## src/rtl/accumulator_cpu_core.sv

```systemverilog
// accumulator_cpu_core: multi-cycle accumulator CPU (fetch/decode/execute) driving a single-port synchronous RAM
module accumulator_cpu_core #(
  parameter int DATA_WIDTH = 32,
  parameter int ADDR_WIDTH = 28,
  parameter logic [ADDR_WIDTH-1:0] RESET_PC = 'h100,
  parameter int COUNT_WIDTH = 16
) (
  input  logic                   clock,
  input  logic                   reset,
  input  logic                   run,
  output logic [ADDR_WIDTH-1:0]  mem_addr,
  output logic                   mem_cs,
  output logic                   mem_we,
  output logic                   mem_oe,
  output logic [DATA_WIDTH-1:0]  mem_wdata,
  input  logic [DATA_WIDTH-1:0]  mem_rdata,
  output logic [ADDR_WIDTH-1:0]  pc,
  output logic [DATA_WIDTH-1:0]  ac,
  output logic                   halted,
  output logic                   illegal_op,
  output logic [COUNT_WIDTH-1:0] retired
);
  typedef enum logic [2:0] {FETCH, FETCH_DATA, DECODE, MEM_RD, MEM_DATA, MEM_WR, HALTED} state_t;
  localparam logic [3:0] OP_LOAD = 4'h1, OP_STORE = 4'h2, OP_ADD = 4'h3, OP_SUBT = 4'h4;
  localparam logic [3:0] OP_HALT = 4'h7, OP_SKIP = 4'h8, OP_JUMP = 4'h9, OP_CLEAR = 4'hA;
  localparam logic [ADDR_WIDTH-1:0] PC_ONE = 1;
  localparam logic [COUNT_WIDTH-1:0] CNT_ONE = 1;
  state_t state, state_n;
  logic [DATA_WIDTH-1:0] ir, mbr, operand;
  logic [ADDR_WIDTH-1:0] addr_q, addr_c, x;
  logic [3:0] opcode;
  logic [1:0] skip_sel;
  logic is_mem_rd, is_store, is_legal, is_stop, skip_take, retire, drive_rd, drive_wr;
  assign opcode = ir[DATA_WIDTH-1 -: 4];
  assign skip_sel = ir[DATA_WIDTH-5 -: 2];
  assign x = ir[ADDR_WIDTH-1:0];
  assign is_mem_rd = opcode inside {OP_LOAD, OP_ADD, OP_SUBT};
  assign is_store = opcode == OP_STORE;
  assign is_legal = is_mem_rd || is_store || (opcode inside {OP_HALT, OP_SKIP, OP_JUMP, OP_CLEAR});
  assign is_stop = !is_legal || opcode == OP_HALT;
  assign skip_take = skip_sel == 2'b00 ? ac[DATA_WIDTH-1] :
                     skip_sel == 2'b01 ? ac == '0 :
                     skip_sel == 2'b10 ? !ac[DATA_WIDTH-1] && ac != '0 : 1'b0;
  // MBR captures the read word; the ALU takes it straight from the bus in the capture cycle
  assign operand = state == MEM_DATA ? mem_rdata : mbr;
  always_comb begin
    state_n = state;
    drive_rd = 1'b0;
    drive_wr = 1'b0;
    addr_c = pc;
    retire = 1'b0;
    case (state)
      FETCH: begin
        drive_rd = run;
        state_n = run ? FETCH_DATA : FETCH;
      end
      FETCH_DATA: state_n = DECODE;
      DECODE: begin
        state_n = is_stop ? HALTED : is_mem_rd ? MEM_RD : is_store ? MEM_WR : FETCH;
        retire = is_legal && !is_mem_rd && !is_store;
      end
      MEM_RD: begin
        drive_rd = 1'b1;
        addr_c = x;
        state_n = MEM_DATA;
      end
      MEM_DATA: begin
        retire = 1'b1;
        state_n = FETCH;
      end
      MEM_WR: begin
        drive_wr = 1'b1;
        addr_c = x;
        retire = 1'b1;
        state_n = FETCH;
      end
      default: state_n = HALTED;
    endcase
  end
  assign mem_cs = !reset && (drive_rd || drive_wr);
  assign mem_oe = !reset && drive_rd;
  assign mem_we = !reset && drive_wr;
  assign mem_addr = mem_cs ? addr_c : addr_q;
  assign mem_wdata = ac;
  always_ff @(posedge clock) begin
    if (reset) begin
      state <= FETCH;
      pc <= RESET_PC;
      ac <= '0;
      ir <= '0;
      mbr <= '0;
      retired <= '0;
      halted <= 1'b0;
      illegal_op <= 1'b0;
      addr_q <= '0;
    end else begin
      state <= state_n;
      if (mem_cs) addr_q <= addr_c;
      if (retire) retired <= retired + CNT_ONE;
      case (state)
        FETCH_DATA: begin
          ir <= mem_rdata;
          pc <= pc + PC_ONE;
        end
        DECODE: begin
          pc <= opcode == OP_JUMP ? x : opcode == OP_SKIP && skip_take ? pc + PC_ONE : pc;
          ac <= opcode == OP_CLEAR ? '0 : ac;
          halted <= is_stop;
          illegal_op <= !is_legal;
        end
        MEM_DATA: begin
          mbr <= mem_rdata;
          ac <= opcode == OP_LOAD ? operand : opcode == OP_ADD ? ac + operand : ac - operand;
        end
        default: ;
      endcase
    end
  end
endmodule

```

## config.mk

```make
export PLATFORM = sky130hd
export DESIGN_NAME = accumulator_cpu_core
export DESIGN_NICKNAME = d
export VERILOG_FILES = /design/src/rtl/accumulator_cpu_core.sv
export SDC_FILE = /design/constraint.sdc
export NUM_CORES = 1
export LEC_CHECK = 0
export CAP_MARGIN = 15
export CORE_UTILIZATION = 45
export CTS_CLUSTER_DIAMETER = 50
export DETAILED_ROUTE_END_ITERATION = 12
export PLACE_DENSITY = 0.81
export SLEW_MARGIN = 15
export SYNTH_ARGS = -nofsm -noshare
export SYNTH_HDL_FRONTEND = slang
export SYNTH_SLANG_ARGS = --single-unit
```

## constraint.sdc

```tcl
create_clock -name clock -period 11.7 [get_ports clock]
set_input_delay 1.755 -clock clock [delete_from_list [all_inputs] [get_ports clock]]
set_output_delay 1.755 -clock clock [all_outputs]
set_load 0.05 [all_outputs]
```

== Yosys cells after proc, flatten, opt, wreduce, memory -nomap -nowiden ==
Cells that the tools add are included.

* Input bits: 35
* Output and inout port bits: 141
* Register bits after elaboration: 173

* $add $sub $neg: 4
* Equality and inequality tests: 17
* Muxes and demuxes: 21
* Reductions and logical operators: 28

{| class="wikitable"
|+ Operator list
! cell !! number
|-
| 32-bit 2-to-1 mux || 4
|-
| 28-bit 2-to-1 mux || 4
|-
| 32-bit case mux with 2 select lines || 1
|-
| 28-bit case mux with 2 select lines || 1
|-
| 32-bit adder || 1
|-
| 32-bit zero test || 1
|-
| 32-bit nonzero test || 1
|-
| 32-bit subtractor || 1
|-
| 28-bit by 1-bit adder with 28-bit output (second input constant) || 1
|-
| 16-bit by 1-bit adder with 16-bit output (second input constant) || 1
|-
| 3-bit case mux with 5 select lines || 1
|-
| 4-bit equality test (second input constant) || 3
|-
| 3-bit 2-to-1 mux || 3
|-
| 4-bit by 2-bit equality test with 1-bit output (second input constant) || 2
|-
| 4-bit by 3-bit equality test with 1-bit output (second input constant) || 2
|-
| 1-bit logical AND || 7
|-
| 3-bit by 2-bit equality test with 1-bit output (second input constant) || 2
|-
| 3-bit equality test (second input constant) || 2
|-
| 1-bit zero test || 5
|-
| 1-bit 2-to-1 mux || 5
|-
| 4-bit by 1-bit equality test with 1-bit output (second input constant) || 1
|-
| 1-bit logical OR || 4
|-
| 1-bit case mux with 2 select lines || 2
|-
| 2-bit AND reduction || 2
|-
| 11 further kinds || 13
|}

== Depth between registers and ports, before layout ==
* Depth in word-level cells: 9
* Depth in mapped cells: 20
* Mapped depth without buffers: 17

== Least setup slack after synthesis ==
Ideal clock, no wire load.

* Path kind: input-to-output
* Start: input reset
* End: output mem_addr[26]
* Required time: 9.945 ns
* Arrival: 5.256 ns
* Stages on the path: 5
* Path slack: 4.689 ns
* Path buffers: 2
* Cell sequence: nor4b_1 nor2_1 clkbuf_1 clkbuf_1 o21ai_0

* Word-level cells in the longest chain between the ends: 3

{| class="wikitable"
|+ RTL lines
! what !! line !! text
|-
| start, declared || 9 || <nowiki>input logic reset,</nowiki>
|-
| 1-bit zero test || 80 || <nowiki>assign mem_cs = !reset && (drive_rd || drive_wr);</nowiki>
|-
| 1-bit logical AND || 80 ||
|-
| 28-bit 2-to-1 mux || -- ||
|-
| end, declared || 11 || <nowiki>output logic [ADDR_WIDTH-1:0] mem_addr,</nowiki>
|}

No other way between the ends.

== Worst setup path in the final report ==
* Start: input run
* End: output mem_addr[25]

* Word-level cells in the longest chain between the ends: 4

{| class="wikitable"
|+ RTL lines
! what !! line !! text
|-
| start, declared || 10 || <nowiki>input logic run,</nowiki>
|-
| 1-bit case mux with 2 select lines || 52 || <nowiki>case (state)</nowiki>
|-
| 1-bit logical OR || 80 ||
|-
| 1-bit logical AND || 80 ||
|-
| 28-bit 2-to-1 mux || -- ||
|}

No other way between the ends.

==> flow_metrics.env <==
export IMPL_status="complete, no violations"
export IMPL_finalHoldViolCount=0
export IMPL_ctsHoldBuffers=0
export IMPL_yosys_warnings=0
export IMPL_hold_path_startpoint="ir[0]$_SDFFE_PP0P_"
export IMPL_whs_path_depth=2
export IMPL_die_area_um2=23800
export IMPL_setup_violations=0
export IMPL_clockBufferDepth=2
export IMPL_drtPass1Iterations=6
export IMPL_startpoint_type="input port"
export IMPL_muxShareOfSynthArea_pct=6.13
export IMPL_synth_compound_area_share_pct=20.9
export IMPL_synth_top_cells_by_area="dfxtp_1, nand2_1, a21oi_1, mux2i_1, nor2_1"
export IMPL_hold_path_class="reg -> reg"
export IMPL_power_density_nw_per_um2=142
export IMPL_critPathMaxStageDelay_ns=0.85
export IMPL_clk_pin_slew_worst_paths_ns=0.06
export IMPL_grt_overflow=0
export IMPL_synth_top_area_share_pct=33.1
export IMPL_die_w_um=154
export IMPL_syn_num_nets=1427
export IMPL_numCtsBuffers=17
export IMPL_netlist_instances=1352
export IMPL_clock_skew_final_ns=0.0169
export IMPL_port_buffers=175
export IMPL_synth_adder_area_share_pct=4.86
export IMPL_drv_slew=0
export IMPL_grt_start_max_net_pins=84
export IMPL_min_to="pc[0]$_SDFFE_PP0P_"
export IMPL_finalNonFillerCells=1748
export IMPL_r2r_start="state[1]$_SDFF_PP0_"
export IMPL_reg2reg_slack_ns=6.29
export IMPL_synth_xor_area_share_pct=6.12
export IMPL_vias=10400
export IMPL_ys_seq_area_share_pct=33.1
export IMPL_cts_sinks=173
export IMPL_synth_edf_count=0
export IMPL_cp_max_fo=57
export IMPL_min_period_over_period_pct=53.5
export IMPL_path_cells="clkdlybuf4s50_1 > nor3b_1 > a21oi_1 > nor3_1 > nor2_4 > nand2_1 > o21ai_0 > clkdlybuf4s50_1"
export IMPL_rows=55
export IMPL_placed_area_um2=12100
export IMPL_p_leak_nw=4.98
export IMPL_first_global_vias=9660
export IMPL_worstSetupEndpointType="output pin"
export IMPL_critPathSlowestCell="clkdlybuf4s50_1"
export IMPL_cts_setup_buffers=0
export IMPL_synth_ff_type="dfxtp_1"
export IMPL_post_cts_resized=0
export IMPL_core_um2=22700
export IMPL_dpl_worst_slack_ns=5.45
export IMPL_die_h_um=154
export IMPL_path_common_cell="clkdlybuf4s50_1"
export IMPL_cp_required_ns=9.95
export IMPL_r2r_cells=16
export IMPL_worst_r2r_endpoint="ac[30]$_SDFFE_PP0P_"
export IMPL_num_io_pins=176
export IMPL_peakVddDrop_uv=72.8
export IMPL_syn2layout_area_growth_pct=22.0
export IMPL_setup_slack_ns=5.44
export IMPL_stdcell_area_um2=12700
export IMPL_syn_area_um2=10400
export IMPL_nets=1525
export IMPL_hpwlAfterDp_um=22200
export IMPL_multi_input_area_um2=6400
export IMPL_htreeDepth=4
export IMPL_period_needed_ns=6.26
export IMPL_gp_congestion=0.943
export IMPL_fmax_ghz=0.160
export IMPL_yosysTopAreaCell="dfxtp_1"
export IMPL_setup_tns_ns=0
export IMPL_path_buf_inv=2
export IMPL_synth_seq_cells=173
export IMPL_synthTopCellsByCount="nand2_1, dfxtp_1, nor2_1"
export IMPL_relSlewSlack_pct=32.1
export IMPL_synth_top_family_by_area="simple AND/OR/NAND/NOR gates"
export IMPL_grt_pass1_wl_um=49300
export IMPL_crit_family="buffers and inverters"
export IMPL_start_util_pct=46.0
export IMPL_yosysMostFrequentCell="nand2_1"
export IMPL_arrival_ns=4.51
export IMPL_path_class="in -> out"
export IMPL_avgSynthCellArea_um2=7.73
export IMPL_synth_simple_area_share_pct=22.9
export IMPL_via_per_inst=5.93
export IMPL_drive_gt1_share_pct=4.44
export IMPL_antenna_left=0
export IMPL_maxCapViolations=0
export IMPL_ys_types=69
export IMPL_wire_per_inst_um=17.6
export IMPL_track_usage_pct=25.7
export IMPL_fillers=2024
export IMPL_rsz0062_at_grt="no"
export IMPL_antenna_cells=0
export IMPL_crit_start="run"
export IMPL_drt_iter0_markers=1041
export IMPL_ff_latch_area_um2=3460
export IMPL_drc=0
export IMPL_cts_root_buf="clkbuf_16"
export IMPL_dpl_cell_count=1716
export IMPL_ys_async_sr_fraction_pct=0
export IMPL_cts_tree="done"
export IMPL_tightest_slew_ns=1.02
export IMPL_wirelength_um=30800
export IMPL_antenna_found_initial=0
export IMPL_clock_latency_ns=0.44
-- worst max-delay path by stage --
| stage | to | slack, ns | depth (start not counted) |
|---|---|---|---|
| after floorplan | mem_addr[26] | 4.69 | 5 |
| after global placement | mem_addr[16] | 5.51 | 8 |
| after detailed placement | mem_addr[25] | 5.45 | 8 |
| after CTS | mem_addr[25] | 5.44 | 8 |
| after global routing | mem_addr[25] | 5.16 | 8 |
| final | mem_addr[25] | 5.44 | 8 |
-- registers in the layout, summed over array words and instances (netlist names) --
| signal | flops |
|---|---|
| ac | 32 |
| ir | 32 |
| mbr | 32 |
| addr_q | 28 |
| pc | 28 |
| retired | 16 |
| state | 3 |
| halted | 1 |
| illegal_op | 1 |
-- power by group --
part / total [mW] / internal (mW) / switching [mW]
sequential: 0.632 / 0.607 / 0.0245
clock: 0.597 / 0.345 / 0.253
combinational: 0.578 / 0.225 / 0.353
-- worst reg2reg max path, delay by kind of cell (launching register included) --
family / cells / cell delay (ns)
xor gates and xnor gates: 1 / 0.33
DFF: 1 / 0.57
adders and majority gates: 1 / 0.35
AOI/OAI and AO/OA: 7 / 1.67
muxes: 1 / 0.45
buffers and inverters: 1 / 0.63
and+or+nand+nor: 5 / 1.31
-- cell families (layout without fill, tap and decap cells) --
family | after synthesis | in the layout
adder cells (fa/ha/maj) | 40 | 40
multiplexers | 62 | 62
AO/OA/AOI/OAI | 360 | 360
AND/OR/NAND/NOR | 515 | 515
XOR/XNOR | 73 | 73
buffers and inverters | 129 | 240
flip-flops | 173 | 173
-- layout by cell type (no fill, tap or decap), drive strengths merged, types with 14 or more instances in the layout --
cell / instances
clkdlybuf4s50: 174
nor2: 138
a211oi: 16
mux2i: 62
a22oi: 27
nand2: 195
nand3: 21
buf: 15
xor2: 35
nand4: 17
o21ai: 93
o22ai: 18
inv: 23
clkbuf: 20
dfxtp: 173
a21oi: 118
nor4: 15
nor2b: 35
a31oi: 14
ha: 39
xnor2: 38
nor3: 34
-- cell type report --
cell class / instances / share of cell area [%]
multi-input cells: 1050 / 50.2
flip-flops and latches: 173 / 27.2
repair buffers: 189 / 14.5
clock buffers: 20 / 3.50
well taps: 285 / 2.80
clock inverters: 12 / 1.26
inverters: 19 / 0.559
-- layer usage --
metal  GRT usage [%]  wire (um)
met2            41.2      14100
met3            3.98       2330
met1            34.3      13400
met4            11.0        958
met5               0          0
-- metrics by stage --
stage          total power [mW]  utilization (%)  hold slack, ns
3_3_place_gp               1.20             53.5           0.458
2_1_floorplan              1.07                -           0.444
3_5_place_dp               1.21             53.5           0.468
6_report                   1.81             56.1           0.471
5_1_grt                    1.88             56.1           0.489
4_1_cts                    1.80             56.1           0.475
Power figures use the tool's default switching activity.
